$ cat config.mk
export PLATFORM = sky130hd
export DESIGN_NAME = xrv_mult_ctrl
export DESIGN_NICKNAME = d
export VERILOG_FILES = /design/src/rtl/xrv_mult_ctrl.sv
export SDC_FILE = /design/constraint.sdc
export NUM_CORES = 1
export LEC_CHECK = 0
export CAP_MARGIN = 20
export CORE_ASPECT_RATIO = 0.9
export CORE_MARGIN = 1
export CORE_UTILIZATION = 35
export DETAILED_ROUTE_END_ITERATION = 10
export DONT_BUFFER_PORTS = 1
export PLACE_DENSITY_LB_ADDON = 0.1
export SLEW_MARGIN = 20
export SYNTH_ARGS = -nofsm -noshare
export SYNTH_HDL_FRONTEND = slang
export SYNTH_SLANG_ARGS = --single-unit
export TNS_END_PERCENT = 100
$ cat constraint.sdc
create_clock -name clk -period 1.9 [get_ports clk]
set_clock_uncertainty 0.2 [all_clocks]
set_input_delay 0.285 -clock clk [delete_from_list [all_inputs] [get_ports clk]]
set_output_delay 0.285 -clock clk [all_outputs]
set_load 0.1 [all_outputs]
$ cat src/rtl/xrv_mult_ctrl.sv
// -----------------------------------------------------------------------------
// xrv_mult_ctrl
//
// Sequencer between the execute stage and the shared multi-cycle multiplier.
// Takes one M-extension multiply (MUL/MULH/MULHSU/MULHU) over a valid/ready
// request port. It issues the multiply with a one-cycle strobe and holds the
// operands stable while the multiplier works. It then waits for the result
// under a watchdog and returns the result with its rd tag over a valid/ready
// response port. Flushes kill in-flight or pending work. An op that is already
// issued is drained, because the multiplier cannot abort.
//
// Optional build macro:
//   XRV_MULT_CACHE_EN - adds a single-entry result cache. A request that
//                       matches the last successfully completed a/b/type
//                       is answered from the cache without using the
//                       multiplier.
//
// Parameters:
//   TIMEOUT  max cycles spent in WAIT/DRAIN before the watchdog aborts (>=8)
//   CW       watchdog counter width, 2**CW > TIMEOUT
//
// Ports:
//   clk, rstb                       clock, asynchronous active-low reset
//   req_valid/req_ready             request handshake
//   req_a, req_b, req_type, req_rd  operands, funct3, destination tag
//   flush                           kill in-flight / pending op
//   mult_valid                      one-cycle issue strobe to the multiplier
//   mult_a, mult_b, mult_type       operands held for the multiplier
//   mult_result, mult_rvalid        result and result strobe from the multiplier
//   rsp_valid/rsp_ready             response handshake
//   rsp_data, rsp_rd, rsp_err       result (0 on error), tag, watchdog abort
//   busy                            controller not idle
// -----------------------------------------------------------------------------
module xrv_mult_ctrl #(
   parameter int TIMEOUT = 16,
   parameter int CW      = 5
) (
   input  logic        clk,
   input  logic        rstb,
   input  logic        req_valid,
   output logic        req_ready,
   input  logic [31:0] req_a,
   input  logic [31:0] req_b,
   input  logic [2:0]  req_type,
   input  logic [4:0]  req_rd,
   input  logic        flush,
   output logic        mult_valid,
   output logic [31:0] mult_a,
   output logic [31:0] mult_b,
   output logic [2:0]  mult_type,
   input  logic [31:0] mult_result,
   input  logic        mult_rvalid,
   output logic        rsp_valid,
   input  logic        rsp_ready,
   output logic [31:0] rsp_data,
   output logic [4:0]  rsp_rd,
   output logic        rsp_err,
   output logic        busy
);

   typedef enum logic [2:0] {
      ST_IDLE  = 3'd0,
      ST_ISSUE = 3'd1,
      ST_WAIT  = 3'd2,
      ST_RESP  = 3'd3,
      ST_DRAIN = 3'd4
   } state_e;

   localparam logic [CW-1:0] WD_LIMIT = CW'(TIMEOUT);

   state_e        state_q, state_d;
   logic [CW-1:0] wd_q, wd_d;
   logic [31:0]   a_q, a_d;
   logic [31:0]   b_q, b_d;
   logic [2:0]    type_q, type_d;
   logic [4:0]    rd_q, rd_d;
   logic [31:0]   data_q, data_d;
   logic          err_q, err_d;

   logic          req_ready_c;
   logic          accept_c;
   logic          wd_limit_c;

   // Compared with >= so that a flush that arrives exactly at the limit
   // still exits DRAIN on the next cycle instead of waiting for a wrap.
   assign wd_limit_c = (wd_q >= WD_LIMIT);

`ifdef XRV_MULT_CACHE_EN
   logic          cache_vld_q;
   logic [31:0]   cache_a_q;
   logic [31:0]   cache_b_q;
   logic [2:0]    cache_type_q;
   logic [31:0]   cache_res_q;
   logic          hit_q;
   logic          cache_hit_c;
   logic          cache_upd_c;
   logic          cache_inv_c;

   assign cache_hit_c = cache_vld_q && (req_a == cache_a_q) &&
                        (req_b == cache_b_q) && (req_type == cache_type_q);
   // Fill only on a genuine result that is returned (WAIT->RESP, no error).
   assign cache_upd_c = (state_q == ST_WAIT) && !flush && mult_rvalid;
   // Any watchdog abort makes the multiplier state suspect, so drop the entry.
   assign cache_inv_c = !mult_rvalid && wd_limit_c &&
                        (((state_q == ST_WAIT) && !flush) || (state_q == ST_DRAIN));

   always_ff @(posedge clk or negedge rstb) begin
      if (!rstb) begin
         cache_vld_q  <= 1'b0;
         cache_a_q    <= '0;
         cache_b_q    <= '0;
         cache_type_q <= '0;
         cache_res_q  <= '0;
         hit_q        <= 1'b0;
      end else begin
         if (cache_upd_c) begin
            cache_vld_q  <= 1'b1;
            cache_a_q    <= a_q;
            cache_b_q    <= b_q;
            cache_type_q <= type_q;
            cache_res_q  <= mult_result;
         end else if (cache_inv_c) begin
            cache_vld_q  <= 1'b0;
         end
         if (accept_c) begin
            hit_q <= cache_hit_c;
         end
      end
   end

   // A cache hit passes through ISSUE without strobing the multiplier.
   assign mult_valid = (state_q == ST_ISSUE) && !hit_q;
`else
   assign mult_valid = (state_q == ST_ISSUE);
`endif

   always_comb begin
      state_d     = state_q;
      wd_d        = wd_q;
      a_d         = a_q;
      b_d         = b_q;
      type_d      = type_q;
      rd_d        = rd_q;
      data_d      = data_q;
      err_d       = err_q;
      req_ready_c = 1'b0;
      accept_c    = 1'b0;

      case (state_q)
         ST_IDLE: begin
            req_ready_c = ~flush;
         end
         ST_ISSUE: begin
            wd_d = '0;
`ifdef XRV_MULT_CACHE_EN
            if (hit_q) begin
               // Nothing was sent to the multiplier, so a flush has nothing to drain.
               state_d = flush ? ST_IDLE : ST_RESP;
            end else begin
               state_d = flush ? ST_DRAIN : ST_WAIT;
            end
`else
            // The strobe has already gone out this cycle; a flush must drain it.
            state_d = flush ? ST_DRAIN : ST_WAIT;
`endif
         end
         ST_WAIT: begin
            if (!wd_limit_c) begin
               wd_d = wd_q + 1'b1;
            end
            if (flush) begin
               state_d = ST_DRAIN;
            end else if (mult_rvalid) begin
               data_d  = mult_result;
               err_d   = 1'b0;
               state_d = ST_RESP;
            end else if (wd_limit_c) begin
               data_d  = '0;
               err_d   = 1'b1;
               state_d = ST_RESP;
            end
         end
         ST_RESP: begin
            if (flush) begin
               state_d = ST_IDLE;
            end else if (rsp_ready) begin
               // The response leaves this cycle, so a new op can enter on the
               // same edge.
               req_ready_c = 1'b1;
               state_d     = ST_IDLE;
            end
         end
         ST_DRAIN: begin
            if (!wd_limit_c) begin
               wd_d = wd_q + 1'b1;
            end
            if (mult_rvalid || wd_limit_c) begin
               state_d = ST_IDLE;
            end
         end
         default: begin
            state_d = ST_IDLE;
         end
      endcase

      accept_c = req_ready_c & req_valid;
      if (accept_c) begin
         a_d     = req_a;
         b_d     = req_b;
         type_d  = req_type;
         rd_d    = req_rd;
         state_d = ST_ISSUE;
`ifdef XRV_MULT_CACHE_EN
         if (cache_hit_c) begin
            data_d = cache_res_q;
            err_d  = 1'b0;
         end
`endif
      end
   end

   always_ff @(posedge clk or negedge rstb) begin
      if (!rstb) begin
         state_q <= ST_IDLE;
         wd_q    <= '0;
         a_q     <= '0;
         b_q     <= '0;
         type_q  <= '0;
         rd_q    <= '0;
         data_q  <= '0;
         err_q   <= 1'b0;
      end else begin
         state_q <= state_d;
         wd_q    <= wd_d;
         a_q     <= a_d;
         b_q     <= b_d;
         type_q  <= type_d;
         rd_q    <= rd_d;
         data_q  <= data_d;
         err_q   <= err_d;
      end
   end

   assign req_ready = req_ready_c;
   assign mult_a    = a_q;
   assign mult_b    = b_q;
   assign mult_type = type_q;
   assign rsp_valid = (state_q == ST_RESP);
   assign rsp_data  = data_q;
   assign rsp_rd    = rd_q;
   assign rsp_err   = err_q;
   assign busy      = (state_q != ST_IDLE);

endmodule

[Word level (Yosys, flattened, before mapping)]
Index checks and enable logic that the tools add are counted.
Storage, ports and cells
  bits of input ports: 110
  register bits: 113
  output and inout bits: 109
Cells by class
  equality and inequality tests: 9
  mux-type cells: 18
  order comparisons: 1
  reductions and logical operators: 9
  add/subtract/negate cells: 1
  bitwise logic cells: 2
Operator list (number)
  $mux 32: 2
  $mux 3: 8
  $pmux 3 s5: 1
  $pmux 5 s2: 1
  $eq 3x2->1 const B: 2
  $add 5x1->5 const B: 1
  $ge 5x5->1 const B: 1
  $mux 5: 1
  $ne 5x5->1 const B: 1
  $mux 1: 4
  $ne 2x2->1 const B: 2
  $ne 4x2->1 const B: 1
  $reduce_and 4->1: 1
  $reduce_bool 2->1: 2
  $eq 3x1->1 const B: 1
  $eq 3x3->1 const B: 1
  $logic_not 3->1: 1
  $ne 3x3->1 const B: 1
  $reduce_and 3->1: 1
  $reduce_bool 3->1: 1
  $pmux 1 s2: 1
  $reduce_and 2->1: 1
  $reduce_or 2->1: 1
  $and 1x1->1: 1
  2 further kinds: 2

[Logic depth before layout (Yosys ltp)]
  depth in word-level cells: 6
  mapped depth: 6

[Worst setup path after synthesis]
Ideal clock, no wire load.
  path type: register to output
  start point: reg state_q[1]
  end point: out rsp_valid
  setup slack: -1.521 ns
  arrival time: 2.936 ns
  buffers on the path: 2
  cell stages (with the launch flop): 5
  cells stage by stage: dfrtp_1 clkbuf_2 clkbuf_1 inv_1 nor3_1
Between the ends
  longest elaborated chain between the ends: 1
Ends and longest elaborated chain
  start: declaration: line 71  | state_e state_q, state_d;
  start signal: assignment: line 233  | state_q <= state_d;
  $eq 3x2->1: line 248  | assign rsp_valid = (state_q == ST_RESP);
  end: declaration: line 53  | output logic rsp_valid,
No other way between the ends.

[Worst setup path in the final report]
  start point: reg state_q[1]
  end point: out busy
Between the ends
  longest elaborated chain between the ends: 1
Ends and longest elaborated chain
  $reduce_bool 3->1: line 252  | assign busy = (state_q != ST_IDLE);
  end: declaration: line 58  | output logic busy
No other way between the ends.

==> impl_metrics.tcl <==
set metrics [dict create \
    run_status "complete, but fails checks" \
    failed_checks "negative hold slack, negative setup slack" \
    routed_wl_um 14100 \
    number_of_placement_rows 38 \
    die_h_um 109 \
    antenna-diode-count 0 \
    critical_path_peak_fanout 7 \
    synthSimpleGateAreaFrac 0.0407 \
    critPathCaptureType "primary output" \
    post_drt_via_cell_ratio 4.93 \
    clkSinkCount 113 \
    number_of_nets_in_the_synthesized_netlist 412 \
    syn_avg_cell_area_um2 15.0 \
    hold_path_class "in2async" \
    synth_top_family_by_area "multiplexers" \
    max-clock-path-buffers 2 \
    grt-ovfl-total 0 \
    placer_congestion_estimate 0.725 \
    post_synth_xor_area_fraction 0.00195 \
    place.detailed.hpwl_um 7430 \
    finalCriticalPeriod_ns 2.02 \
    port_buffers 0 \
    ys_ff_latch 113 \
    finalHoldViolations 113 \
    slew_viol_final 0 \
    netlist_area_mm2 0.00449 \
    htree_num_levels 4 \
    pin_slew_with_the_least_headroom_to_its_limit_ns 0.350 \
    wl_per_cell_um 19.3 \
    cts_made_buffers 17 \
    pin_count 219 \
    design.final.nets 672 \
    clock_latency_late_sink_ns 0.41 \
    crit_buf_inv 2 \
    finalHoldWorstSlack_ns -0.626 \
    starting_density 0.366 \
    relSlewSlack 0.767 \
    timing.setup.critical_path_class "reg2out" \
    synth-compound-area-share 0.109 \
    path_cells "buf_6 > or3_4 > buf_12" \
    cts_tree "built" \
    critPathArrivalTime_ns 1.54 \
    cts.clk_slew.worst_paths_ns 0.05 \
    area_of_the_die_mm2 0.0133 \
    floorplan.die.width_um 121 \
    maxCapViolCount 0 \
    via_count 3596 \
    globalRouteTotalUtil 0.190 \
    synth_cell_type_count 43 \
    postSynth.asyncResetShare 1.00 \
    grt_first_pass_wirelength_um 18700 \
    critical_path.top_delay_family "flip-flops" \
    syn2layout_area_growth_pct 78.6 \
    initial_antenna_violation_count 0 \
    initialDrtViolationCount 159 \
    post-route-period-util 1.06 \
    synthTopCellsByArea "sky130_fd_sc_hd__dfrtp_1, sky130_fd_sc_hd__mux2_2, sky130_fd_sc_hd__a22o_1, sky130_fd_sc_hd__buf_6, sky130_fd_sc_hd__mux2_1" \
    synth-edff-count 0 \
    post_synthesis_cell_count 300 \
    maxClockFrequency_ghz 0.495 \
    post_synth_fa_ha_maj_area_fraction 0.00558 \
    yosys_warnings 0 \
    cp-start-kind "flop" \
    final-setup-viol-count 77 \
    core_utilization_of_the_finished_layout 0.653 \
    grt_pass1_vias 3753 \
    post-synth-top-area-fraction 0.630 \
    ctsRootBufferMaster "sky130_fd_sc_hd__clkbuf_16" \
    grt_start_max_net_pins 114 \
    netlist.top_cell.by_area "sky130_fd_sc_hd__dfrtp_1" \
    ant_nets 0 \
    rsz0062_at_grt "yes" \
    post-route-drc-count 0 \
    synth_seq_area_share 0.630 \
    crit_slowest_cell "sky130_fd_sc_hd__dfrtp_1" \
    main_flop_type_after_synthesis "sky130_fd_sc_hd__dfrtp_1" \
    design.core.area_mm2 0.0123 \
    yosys-mux-area-fraction 0.181 \
    final.setup.worst_slack_ns -0.122 \
    drive_gt1_frac 0.464 \
    dr_pass1_iterations 4 \
    endpoint_required_time_on_the_critical_path_ns 1.41 \
    slowest_delay_ns 0.42 \
]
==> routing by layer <==
metal | part of all wire | wire length, µm | vias up | global-route usage
li1 | - | - | 1616 | -
met3 | 0.072 | 1010 | 12 | 0.0664
met1 | 0.39 | 5560 | 1802 | 0.206
met4 | 0.013 | 181 | 0 | 0.0829
met5 | 0 | 0 | - | 0
met2 | 0.52 | 7330 | 166 | 0.337
==> cell usage after synthesis, types with 2 or more instances <==
cell and instances:
sky130_fd_sc_hd__nor4_1 2, sky130_fd_sc_hd__buf_4 2, sky130_fd_sc_hd__o21ai_0 5, sky130_fd_sc_hd__clkbuf_1 10, sky130_fd_sc_hd__mux2_1 5, sky130_fd_sc_hd__o211a_1 2, sky130_fd_sc_hd__nor2_1 4, sky130_fd_sc_hd__nand3b_1 2
sky130_fd_sc_hd__nor2b_1 5, sky130_fd_sc_hd__inv_1 5, sky130_fd_sc_hd__or4b_2 2, sky130_fd_sc_hd__mux2_2 67, sky130_fd_sc_hd__buf_2 2, sky130_fd_sc_hd__a22o_1 33, sky130_fd_sc_hd__a211oi_1 2, sky130_fd_sc_hd__dfrtp_1 113
sky130_fd_sc_hd__buf_6 5, sky130_fd_sc_hd__a21oi_1 3, sky130_fd_sc_hd__a22oi_1 2, sky130_fd_sc_hd__nand2b_1 4, sky130_fd_sc_hd__ha_1 2, sky130_fd_sc_hd__and3_1 2
==> state kept, by name (all words and copies together), names as in the netlist <==
name,cells
mult_a,32
rsp_err,1
state_q,3
wd_q,5
mult_type,3
rsp_data,32
rsp_rd,5
mult_b,32
==> stage by stage <==
| step | TNS, ns | instance area (µm²) | std cells | hold WS (ns) | setup slack, ns |
|---|---|---|---|---|---|
| finish | -4.88 | 8010 | 729 | -0.626 | -0.122 |
| global route | -9.03 | 8010 | 729 | -0.656 | -0.181 |
| CTS | -0.888 | 7420 | 711 | -0.651 | -0.140 |
| detailed placement | 0 | 5680 | 565 | -0.208 | 0.0422 |
| global placement | 0 | 5680 | 565 | -0.208 | 0.103 |
| floorplan | -0.277 | 4510 | 300 | -0.211 | -0.263 |
==> timing repair <==
action	4_1_cts	5_1_grt
gates resized for setup	10	77
setup endpoints to repair	4	102
pin swaps	5	4
cloned	1	11
buffers inserted	9	6
hold buffers	108	1
endpoints found under the hold margin	220	114
==> worst paths after layout <==
| check | startpoint | endpoint | slack, ns | depth (start not counted) |
|---|---|---|---|---|
| hold reg to reg | mult_b[27]$_DFFE_PN0P_ | mult_b[27]$_DFFE_PN0P_ | 0.31 | 1 |
| setup / recovery | state_q[1]$_DFFE_PN0P_ | busy | -0.12 | 3 |
| max in group asynchronous | rstb | rsp_data[8]$_DFFE_PN0P_ | 1.97 | 0 |
| min in group clk | rsp_ready | state_q[1]$_DFFE_PN0P_ | 0.06 | 3 |
| setup reg to reg | state_q[1]$_DFFE_PN0P_ | mult_b[21]$_DFFE_PN0P_ | -0.09 | 6 |
| hold / removal | rstb | mult_a[4]$_DFFE_PN0P_ | -0.63 | 0 |
==> layout make-up <==
| cell class | instances | area [µm²] |
|---|---|---|
| clock inverters | 6 | 35.0 |
| flip-flops and latches | 113 | 2830 |
| repair buffers | 261 | 2610 |
| fillers | 871 | 4260 |
| inverters | 5 | 18.8 |
| well taps | 160 | 200 |
| multi-input cells | 162 | 1840 |
| clock buffers | 22 | 484 |
==> layout by cell type, fill, tap and decap left out, types with 2 or more instances in the layout <==
| cell | netlist | layout |
|---|---|---|
| sky130_fd_sc_hd__dlygate4sd3_1 | 0 | 109 |
| sky130_fd_sc_hd__ha_1 | 2 | 2 |
| sky130_fd_sc_hd__o211a_1 | 2 | 2 |
| sky130_fd_sc_hd__nand3b_1 | 2 | 2 |
| sky130_fd_sc_hd__clkinv_2 | 0 | 4 |
| sky130_fd_sc_hd__clkbuf_8 | 0 | 4 |
| sky130_fd_sc_hd__clkbuf_16 | 0 | 27 |
| sky130_fd_sc_hd__nor2_4 | 0 | 2 |
| sky130_fd_sc_hd__nand2b_1 | 4 | 4 |
| sky130_fd_sc_hd__o21ai_0 | 5 | 5 |
| sky130_fd_sc_hd__mux2_4 | 0 | 71 |
| sky130_fd_sc_hd__nor2b_1 | 5 | 4 |
| sky130_fd_sc_hd__clkinvlp_4 | 0 | 2 |
| sky130_fd_sc_hd__inv_1 | 5 | 5 |
| sky130_fd_sc_hd__buf_6 | 5 | 7 |
| sky130_fd_sc_hd__buf_12 | 0 | 12 |
| sky130_fd_sc_hd__nor2_2 | 0 | 2 |
| sky130_fd_sc_hd__a22o_1 | 33 | 33 |
| sky130_fd_sc_hd__or4b_2 | 2 | 2 |
| sky130_fd_sc_hd__a22oi_1 | 2 | 2 |
| sky130_fd_sc_hd__a211oi_1 | 2 | 2 |
| sky130_fd_sc_hd__dfrtp_1 | 113 | 113 |
| sky130_fd_sc_hd__nor4_1 | 2 | 2 |
| sky130_fd_sc_hd__buf_4 | 2 | 122 |
| sky130_fd_sc_hd__a21oi_1 | 3 | 3 |
==> cells by family (layout without fill, tap and decap cells) <==
group | Yosys count | after routing
flops | 113 | 113
mux | 72 | 72
compound gates | 59 | 59
simple gates | 28 | 28
buf+inv | 25 | 294
fa+ha+maj | 2 | 2
xor+xnor | 1 | 1
Power is left out: the tool's default activity adds up to more than one toggle a clock period on the data nets, which glitch-free logic cannot reach.
